## src/rtl/phase_arbiter_if.sv

```systemverilog
// Strobe, request and grant bundle between the clock unit, the approx-adder requesters and phase_arbiter.
interface phase_arbiter_if;
  logic       phi1_i;
  logic       phi2_i;
  logic       hold_i;
  logic [3:0] req_i;
  logic [3:0] done_i;
  logic [3:0] max_slots_i;
  logic [3:0] gnt_o;
  logic [1:0] owner_o;
  logic       busy_o;
  logic       timeout_o;

  modport master (
    output phi1_i, phi2_i, hold_i, req_i, done_i, max_slots_i,
    input  gnt_o, owner_o, busy_o, timeout_o
  );

  modport slave (
    input  phi1_i, phi2_i, hold_i, req_i, done_i, max_slots_i,
    output gnt_o, owner_o, busy_o, timeout_o
  );
endinterface

```

## src/rtl/phase_arbiter.sv

```systemverilog
// Round-robin arbiter for 4 requesters: grant on the phi1 edge, burst limited in phi2 slots, 1-cycle guard after release.
// Outputs registered (1 edge after the sampled strobe); hold_i freezes everything and drops strobes.
module phase_arbiter (
  input  logic            clk_i,
  input  logic            clear_i,
  phase_arbiter_if.slave  bus
);

  typedef enum logic [1:0] {IDLE, OWN, GUARD} state_t;

  state_t     state_q, state_d;
  logic [3:0] gnt_q, gnt_d;
  logic [1:0] owner_q, owner_d;
  logic [1:0] last_q, last_d;
  logic       busy_q, busy_d;
  logic       tmo_q, tmo_d;
  logic [4:0] cnt_q, cnt_d;
  logic [4:0] lim_q, lim_d;
  logic [4:0] cnt_inc;
  logic [1:0] cand;
  logic [1:0] winner;
  logic       win_vld;

  // Lowest offset from last_q+1 wins, so iterate from the far end down.
  always_comb begin
    cand    = 2'd0;
    winner  = 2'd0;
    win_vld = 1'b0;
    for (int i = 3; i >= 0; i--) begin
      cand = last_q + 2'(i) + 2'd1;
      if (bus.req_i[cand]) begin
        win_vld = 1'b1;
        winner  = cand;
      end
    end
  end

  assign cnt_inc = cnt_q + 5'd1;

  always_comb begin
    state_d = state_q;
    gnt_d   = gnt_q;
    owner_d = owner_q;
    last_d  = last_q;
    busy_d  = busy_q;
    cnt_d   = cnt_q;
    lim_d   = lim_q;
    tmo_d   = 1'b0;
    if (!bus.hold_i) begin
      case (state_q)
        IDLE: begin
          if (bus.phi1_i && win_vld) begin
            state_d = OWN;
            gnt_d   = 4'b0001 << winner;
            owner_d = winner;
            busy_d  = 1'b1;
            cnt_d   = 5'd0;
            lim_d   = (bus.max_slots_i == 4'd0) ? 5'd16 : {1'b0, bus.max_slots_i};
          end
        end
        OWN: begin
          // Voluntary release takes precedence over a coincident limit hit.
          if (bus.done_i[owner_q] || !bus.req_i[owner_q]) begin
            state_d = GUARD;
            gnt_d   = 4'b0000;
            busy_d  = 1'b0;
            last_d  = owner_q;
          end else if (bus.phi2_i && (cnt_inc == lim_q)) begin
            state_d = GUARD;
            gnt_d   = 4'b0000;
            busy_d  = 1'b0;
            last_d  = owner_q;
            tmo_d   = 1'b1;
          end else if (bus.phi2_i) begin
            cnt_d = cnt_inc;
          end
        end
        GUARD: begin
          state_d = IDLE;
        end
        default: begin
          state_d = IDLE;
          gnt_d   = 4'b0000;
          busy_d  = 1'b0;
        end
      endcase
    end
  end

  always_ff @(posedge clk_i) begin
    if (!clear_i) begin
      state_q <= IDLE;
      gnt_q   <= 4'b0000;
      owner_q <= 2'd0;
      last_q  <= 2'd3;
      busy_q  <= 1'b0;
      tmo_q   <= 1'b0;
      cnt_q   <= 5'd0;
      lim_q   <= 5'd16;
    end else begin
      state_q <= state_d;
      gnt_q   <= gnt_d;
      owner_q <= owner_d;
      last_q  <= last_d;
      busy_q  <= busy_d;
      tmo_q   <= tmo_d;
      cnt_q   <= cnt_d;
      lim_q   <= lim_d;
    end
  end

  assign bus.gnt_o     = gnt_q;
  assign bus.owner_o   = owner_q;
  assign bus.busy_o    = busy_q;
  assign bus.timeout_o = tmo_q & ~bus.hold_i;

endmodule

```

## src/flat_wrapper.sv

```systemverilog
// flat-port wrapper written by rule: the top's interface ports become plain ports
module phase_arbiter_flat 
  (clk_i, clear_i, bus_phi1_i, bus_phi2_i, bus_hold_i, bus_req_i, bus_done_i, bus_max_slots_i, bus_gnt_o, bus_owner_o, bus_busy_o, bus_timeout_o);
  phase_arbiter_if bus_i ();
  input  logic clk_i;
  input  logic clear_i;
  input wire logic [$bits(bus_i.phi1_i)-1:0] bus_phi1_i;
  input wire logic [$bits(bus_i.phi2_i)-1:0] bus_phi2_i;
  input wire logic [$bits(bus_i.hold_i)-1:0] bus_hold_i;
  input wire logic [$bits(bus_i.req_i)-1:0] bus_req_i;
  input wire logic [$bits(bus_i.done_i)-1:0] bus_done_i;
  input wire logic [$bits(bus_i.max_slots_i)-1:0] bus_max_slots_i;
  output wire logic [$bits(bus_i.gnt_o)-1:0] bus_gnt_o;
  output wire logic [$bits(bus_i.owner_o)-1:0] bus_owner_o;
  output wire logic [$bits(bus_i.busy_o)-1:0] bus_busy_o;
  output wire logic [$bits(bus_i.timeout_o)-1:0] bus_timeout_o;
  assign bus_i.phi1_i = bus_phi1_i;
  assign bus_i.phi2_i = bus_phi2_i;
  assign bus_i.hold_i = bus_hold_i;
  assign bus_i.req_i = bus_req_i;
  assign bus_i.done_i = bus_done_i;
  assign bus_i.max_slots_i = bus_max_slots_i;
  assign bus_gnt_o = bus_i.gnt_o;
  assign bus_owner_o = bus_i.owner_o;
  assign bus_busy_o = bus_i.busy_o;
  assign bus_timeout_o = bus_i.timeout_o;
  phase_arbiter u_core (.clk_i(clk_i), .clear_i(clear_i), .bus(bus_i));
endmodule
```

## config.mk

```make
export PLATFORM = sky130hd
export DESIGN_NAME = phase_arbiter_flat
export DESIGN_NICKNAME = d
export VERILOG_FILES = /design/src/rtl/phase_arbiter_if.sv /design/src/rtl/phase_arbiter.sv /design/src/flat_wrapper.sv
export SDC_FILE = /design/constraint.sdc
export NUM_CORES = 1
export LEC_CHECK = 0
export CORE_MARGIN = 10
export CORE_UTILIZATION = 45
export CTS_CLUSTER_SIZE = 25
export DETAILED_ROUTE_END_ITERATION = 10
export PLACE_DENSITY = 0.73
export SYNTH_ARGS = -nofsm -noshare
export SYNTH_HDL_FRONTEND = slang
export SYNTH_SLANG_ARGS = --single-unit
```

## constraint.sdc

```tcl
create_clock -name clk_i -period 1.9 [get_ports clk_i]
set_input_delay 0.38 -clock clk_i [delete_from_list [all_inputs] [get_ports clk_i]]
set_output_delay 0.38 -clock clk_i [all_outputs]
set_load 0.005 [all_outputs]
```

* Word-level counts from Yosys, hierarchy flattened
Index checks and enable logic that the tools add are counted.
Word-level totals: register bits 22, input port bits 17, logic and storage cells 89, output and inout bits 8
Operators by class: shifts and indexed selects 1, add/sub/neg operators 7, magnitude comparators 5, reductions and logical operators 14, multiplexer cells 41, equality and inequality tests 8, bitwise operators 5
Operator list (number):
- $mux W5 | 5
- $mux W2 | 9
- $lt A2 B3 Y1 const B | 5
- $mux W1 | 14
- $bmux W1 S2 | 6
- $mux W4 | 3
- $pmux W4 S3 | 1
- $pmux W5 S2 | 1
- $reduce_and A3 Y1 | 3
- $add A2 B1 Y2 const B | 4
- $ne A2 B2 Y1 const B | 3
- $reduce_and A6 Y1 | 1
- $add A5 B1 Y5 const B | 1
- $eq A5 B5 Y1 | 1
- $add A2 B2 Y2 const B | 2
- $logic_not A4 Y1 | 1
- $not A1 Y1 | 4
- $pmux W2 S2 | 1
- $reduce_and A4 Y1 | 1
- $reduce_bool A2 Y1 | 2
- $reduce_or A4 Y1 | 1
- $shl A1 B2 Y4 const A | 1
- $ne A3 B1 Y1 const B | 1
- $pmux W1 S3 | 1
- other kinds (8) | 9

* Depth between registers and ports, before layout
Gate-level depths: netlist of the first run.
word-level depth 11, depth in mapped cells 7, mapped depth without buffers 7

* Least setup slack after synthesis of the first run
Ideal clock, no wire load.
path type input to register, from input port bus_done_i[3], to register u_core.gnt_q[1], in the netlist u_core.bus.gnt_o[1], stages on the path 6, setup slack -0.093 ns, required time 1.824 ns, buffers on the path 0, setup time 0.076 ns, arrival time 1.917 ns, cells stage by stage nand2b_1 mux4_2 a311o_2 a21o_1 a211o_1 o22ai_1
Between the ends: cells in the longest elaborated chain, start to end 5, elaborated cells between the ends (all ways) 7, classes of those cells eq/ne (1); mux (4); reduce/logical (2)
Ends and longest elaborated chain:
- start: declaration | RTL line flat_wrapper.sv:11 | input wire logic [$bits(bus_i.done_i)-1:0] bus_done_i;
- $bmux W1 S2 (*) | RTL line phase_arbiter.sv:63 | if (bus.done_i[owner_q] || !bus.req_i[owner_q]) begin
- $mux W1 (implied by the code) (*) | RTL line phase_arbiter.sv:63
- $logic_or A1 B1 Y1 (*) | RTL line phase_arbiter.sv:63
- $ne A3 B1 Y1 (no source line) / $mux W4 (equally long branches)
- $reduce_and A4 Y1 (no source line) / $pmux W4 S3 (equally long branches)
- end signal: assignment | RTL line phase_arbiter.sv:102 | gnt_q <= gnt_d;
- end: declaration | RTL line phase_arbiter.sv:12 | logic [3:0] gnt_q, gnt_d;
Every way passes the cells marked *; elsewhere a longest branch is shown, timed or not. The select of a mux whose other input is x is not followed. A chain may end at the register's enable or synchronous reset.

* Final worst setup path of the first run
from input port bus_done_i[1], to register u_core.gnt_q[3], in the netlist u_core.bus.gnt_o[3]
Same word-level chain as after synthesis.

==> results of run 1 <==
## sequential cells by signal, summed over array words and instances (netlist names)
name,count
u_core.last_q,2
u_core.cnt_q,5
u_core.bus.owner_o,2
u_core.state_q,2
u_core.bus.busy_o,1
u_core.tmo_q,1
u_core.bus.gnt_o,4
u_core.lim_q,5
## path summary, 6_finish.rpt
| path | startpoint | end | cells after the start |
|---|---|---|---|
| worst max-delay path | bus_done_i[1] | u_core.bus.gnt_o[3] | 7 |
| worst min register to register | u_core.bus.gnt_o[3] | u_core.bus.gnt_o[3] | 2 |
| worst min-delay path | u_core.bus.gnt_o[3] | u_core.bus.gnt_o[3] | 2 |
| worst max register to register | u_core.bus.owner_o[0] | u_core.bus.gnt_o[3] | 5 |
## Yosys cell counts, drive strengths merged (3+ instances only)
library cell	instances	area, um^2
nor2	13	48.80
nand2b	7	43.79
dfxtp	22	440.4
o21ai	9	45.04
nor4	3	18.77
mux2i	8	80.08
nand3	7	35.03
a21oi	9	45.04
nand2	14	52.55
a21o	3	22.52
buf	6	35.03
o22ai	3	18.77
nor3	3	15.01
inv	7	26.28
xnor2	3	26.28
## stage by stage
step                      instance area, um^2  total power, mW  setup slack (ps)  TNS [ps]  std cells
after floorplan                          1217           0.6221            -92.17    -227.5        146
after detailed placement                 1689           0.7485            -630.6     -8914        222
final                                    1768            1.108            -88.10    -250.6        227
after global placement                   1689           0.7414            -600.1     -7876        222
after global routing                     1768            1.155            -161.9     -1033        227
after CTS                                1735            1.102            -136.7    -342.9        226
## metal layers
layer	part of all wire, %	vias to the layer above	wire, um
li1	-	625	-
met1	41	595	1422
met2	51	35	1769
met3	7.0	6	244
met4	1.1	0	39
met5	0	-	0
## what timing repair did
| item | in CTS | in global routing |
|---|---|---|
| setup buffers | 0 | 1 |
| endpoints found under the setup margin | 15 | 12 |
| resized for setup | 13 | 6 |
| pin swaps | 4 | 10 |
## worst max-delay path: stages
cell and delay (ps):
dlygate4sd2_1 220, nand2b_1 130, mux4_2 480, a311o_2 390, a21o_1 210, a211o_1 270
o22ai_1 160
## logic make-up (layout without fill, tap and decap cells)
logic type      count (synthesis)  count (layout)
buf+inv                        13              64
xor+xnor                        5               5
simple gates                   58              58
compound gates                 38              38
fa+ha+maj                       1               1
mux                             9               9
flops                          22              22
## layout make-up
| cell class | count | area (um^2) |
|---|---|---|
| flip-flops and latches | 22 | 442.9 |
| fillers | 221 | 754.5 |
| clock inverters | 1 | 30.03 |
| well taps | 30 | 37.54 |
| multi-input cells | 111 | 745.7 |
| clock buffers | 3 | 22.52 |
| repair buffers | 53 | 462.9 |
| inverters | 7 | 26.28 |
## power by group through the flow
stage                     clock (mW)  sequential [mW]  combinational [mW]
after floorplan                    0            0.500               0.122
after global placement             0            0.505               0.236
after detailed placement           0            0.506               0.242
after CTS                      0.367            0.496               0.239
after global routing           0.382            0.500               0.273
final                          0.361            0.497               0.250
## cells in the final DEF, fill, tap and decap left out, types with 2 or more instances in the layout
cell type,netlist,final
or2b_1,2,2
dlygate4sd2_1,0,6
nand4_1,2,2
nand2_1,14,14
xor2_1,2,2
a21oi_1,9,9
o221ai_1,2,2
xnor2_1,3,3
mux2i_1,8,8
nor2b_1,2,2
clkdlybuf4s50_1,0,15
a21o_1,3,3
clkbuf_4,0,3
nor2_1,13,13
dfxtp_1,22,20
o21ai_0,8,8
nor4_2,0,2
o22ai_1,3,3
buf_4,2,28
dfxtp_2,0,2
nor3_1,3,2
inv_1,7,7
clkdlybuf4s15_1,0,3
nand2b_1,7,6
nand3_1,7,6
==> summary.md, run 1 <==
| Metric | Value |
|---|---|
| Tmin final | 1988 ps |
| # diodes | 0 |
| Synthesized area | 0.001207 mm^2 |
| Cells after Synth | 146 |
| Setup CP Type | in2reg |
| Placer Congestion | 0.9572 |
| Critical path fanouts, max | 6 |
| Final Setup Violations | 4 |
| Starting DRT DRC Count | 74 |
| Routed WL | 3.476 mm |
| CP Launch Type | input pin |
| Ports | 25 |
| Post-route ant nets | 0 |
| Final setup skew | 3.898 ps |
| Die footprint | 0.005155 mm^2 |
| Die width | 71.80 um |
| Average cell area after synthesis | 8.270 um^2 |
| Slew Viols, Final | 0 |
| GR Layer Usage met3 | 4.132% |
| Ys async rst share | 0% |
| CTS Hold Bufs | 0 |
| Rel. slew slack | 72.93% |
| Switching share of power | 24.72% |
| Post-DR vias/cell | 5.555 |
| Sequential-to-total area share from yosys stat | 36.48% |
| Crit path capture type | flop |
| Data arrival, critical path | 2240 ps |
| CTS tree | yes |
| Hold Path Class | reg2reg |
| First-pass GRT wire length | 5.685 mm |
| Root Buffer | clkbuf_4 |
| Final Cycle Share | 104.6% |
| Clock share of power | 32.6% |
| CORE AREA | 0.002522 mm^2 |
| Yosys warning count | 0 |
| Final Hold Fails | 0 |
| Met2 Usage GRT | 23.24% |
| Maximum number of pins on one net before global-route repair | 14 |
| Flop2flop setup slack | -80 ps |
| Initial antenna violation count | 0 |
| Die H | 71.80 um |
| Clk_lat worst skew | 310 ps |
| Hold WS | 479.4 ps |
| Syn_nets | 164 |
| Final Util | 70.09% |
| Vias in the first global route | 1231 |
| IO Port Bufs | 24 |
| Routed via count | 1261 |
| Failing checks | setup timing |
| Least-Margin Pin Slew | 402.7 ps |
| Detailed Place HPWL | 2.782 mm |
| Leak | 0.7508 nW |
| Clock tree buffer depth | 2 |
| FF+latch count, synth | 22 |
| Clock input transition at the sequential cells of the worst setup and hold paths | 130 ps |
| Sw Pwr | 0.2739 mW |
| Seq pwr share | 44.8% |
| H-tree levels | 1 |
| Internal | 0.8339 mW |
| EDFF count, synth | 0 |
| Dominant synthesized flop cell | dfxtp_1 |
| Final net count | 216 |
| Fmax | 503.0 MHz |
| Grt total ovfl | 0 |
| PD cells | 626.6 mW/mm^2 |
| Data required, critical path | 2150 ps |
| Synth Area in Simple Gates | 23.94% |
| Status | finished with violations |
| Logic pwr share | 22.5% |
| Share of post-route cells with drive strength above 1 | 24.37% |
| Overall Global Routing Usage | 13.17% |
| Largest family of logic cells by synthesized area | simple AND/OR/NAND/NOR gates |
| GRT busiest layer | met2 |
| P&R area growth vs syn | 46.43% |
| Initial Util | 47.87% |
| Fin worst setup slack | -88.10 ps |
| Max Cap Viol | 0 |
| Total CTS buffers | 3 |
| Per-cell routed wire length | 15.31 um |
| DRC | 0 |
| Worst VDD drop | 702.7 uV |
| Pre-Repair DR Iteration Count | 4 |
| Synth unique cells | 41 |
| Row cnt | 18 |
| Post-Synth Adder-Cell Area | 1.036% |
| Grt met1 use | 15.64% |
| Area share of xor/xnor cells in the synthesized design | 3.627% |
| Mux cell area share after synthesis | 8.497% |
| RSZ-0062 raised after global routing | true |
| CTS sink count | 22 |
| Compound-cell area share of the yosys netlist | 21.35% |
(Power assumes the default switching activity.)
==> run 2, diff against run 1 <==
--- a/config.mk
+++ b/config.mk
@@ -9,6 +9,7 @@
 export CORE_UTILIZATION = 45
 export CTS_CLUSTER_SIZE = 25
 export DETAILED_ROUTE_END_ITERATION = 10
+export GPL_ROUTABILITY_DRIVEN = 0
 export PLACE_DENSITY = 0.73
 export SYNTH_ARGS = -nofsm -noshare
 export SYNTH_HDL_FRONTEND = slang
==> results of run 2 <==
No change in the layout: final DEF, timing and power equal those of run 1.
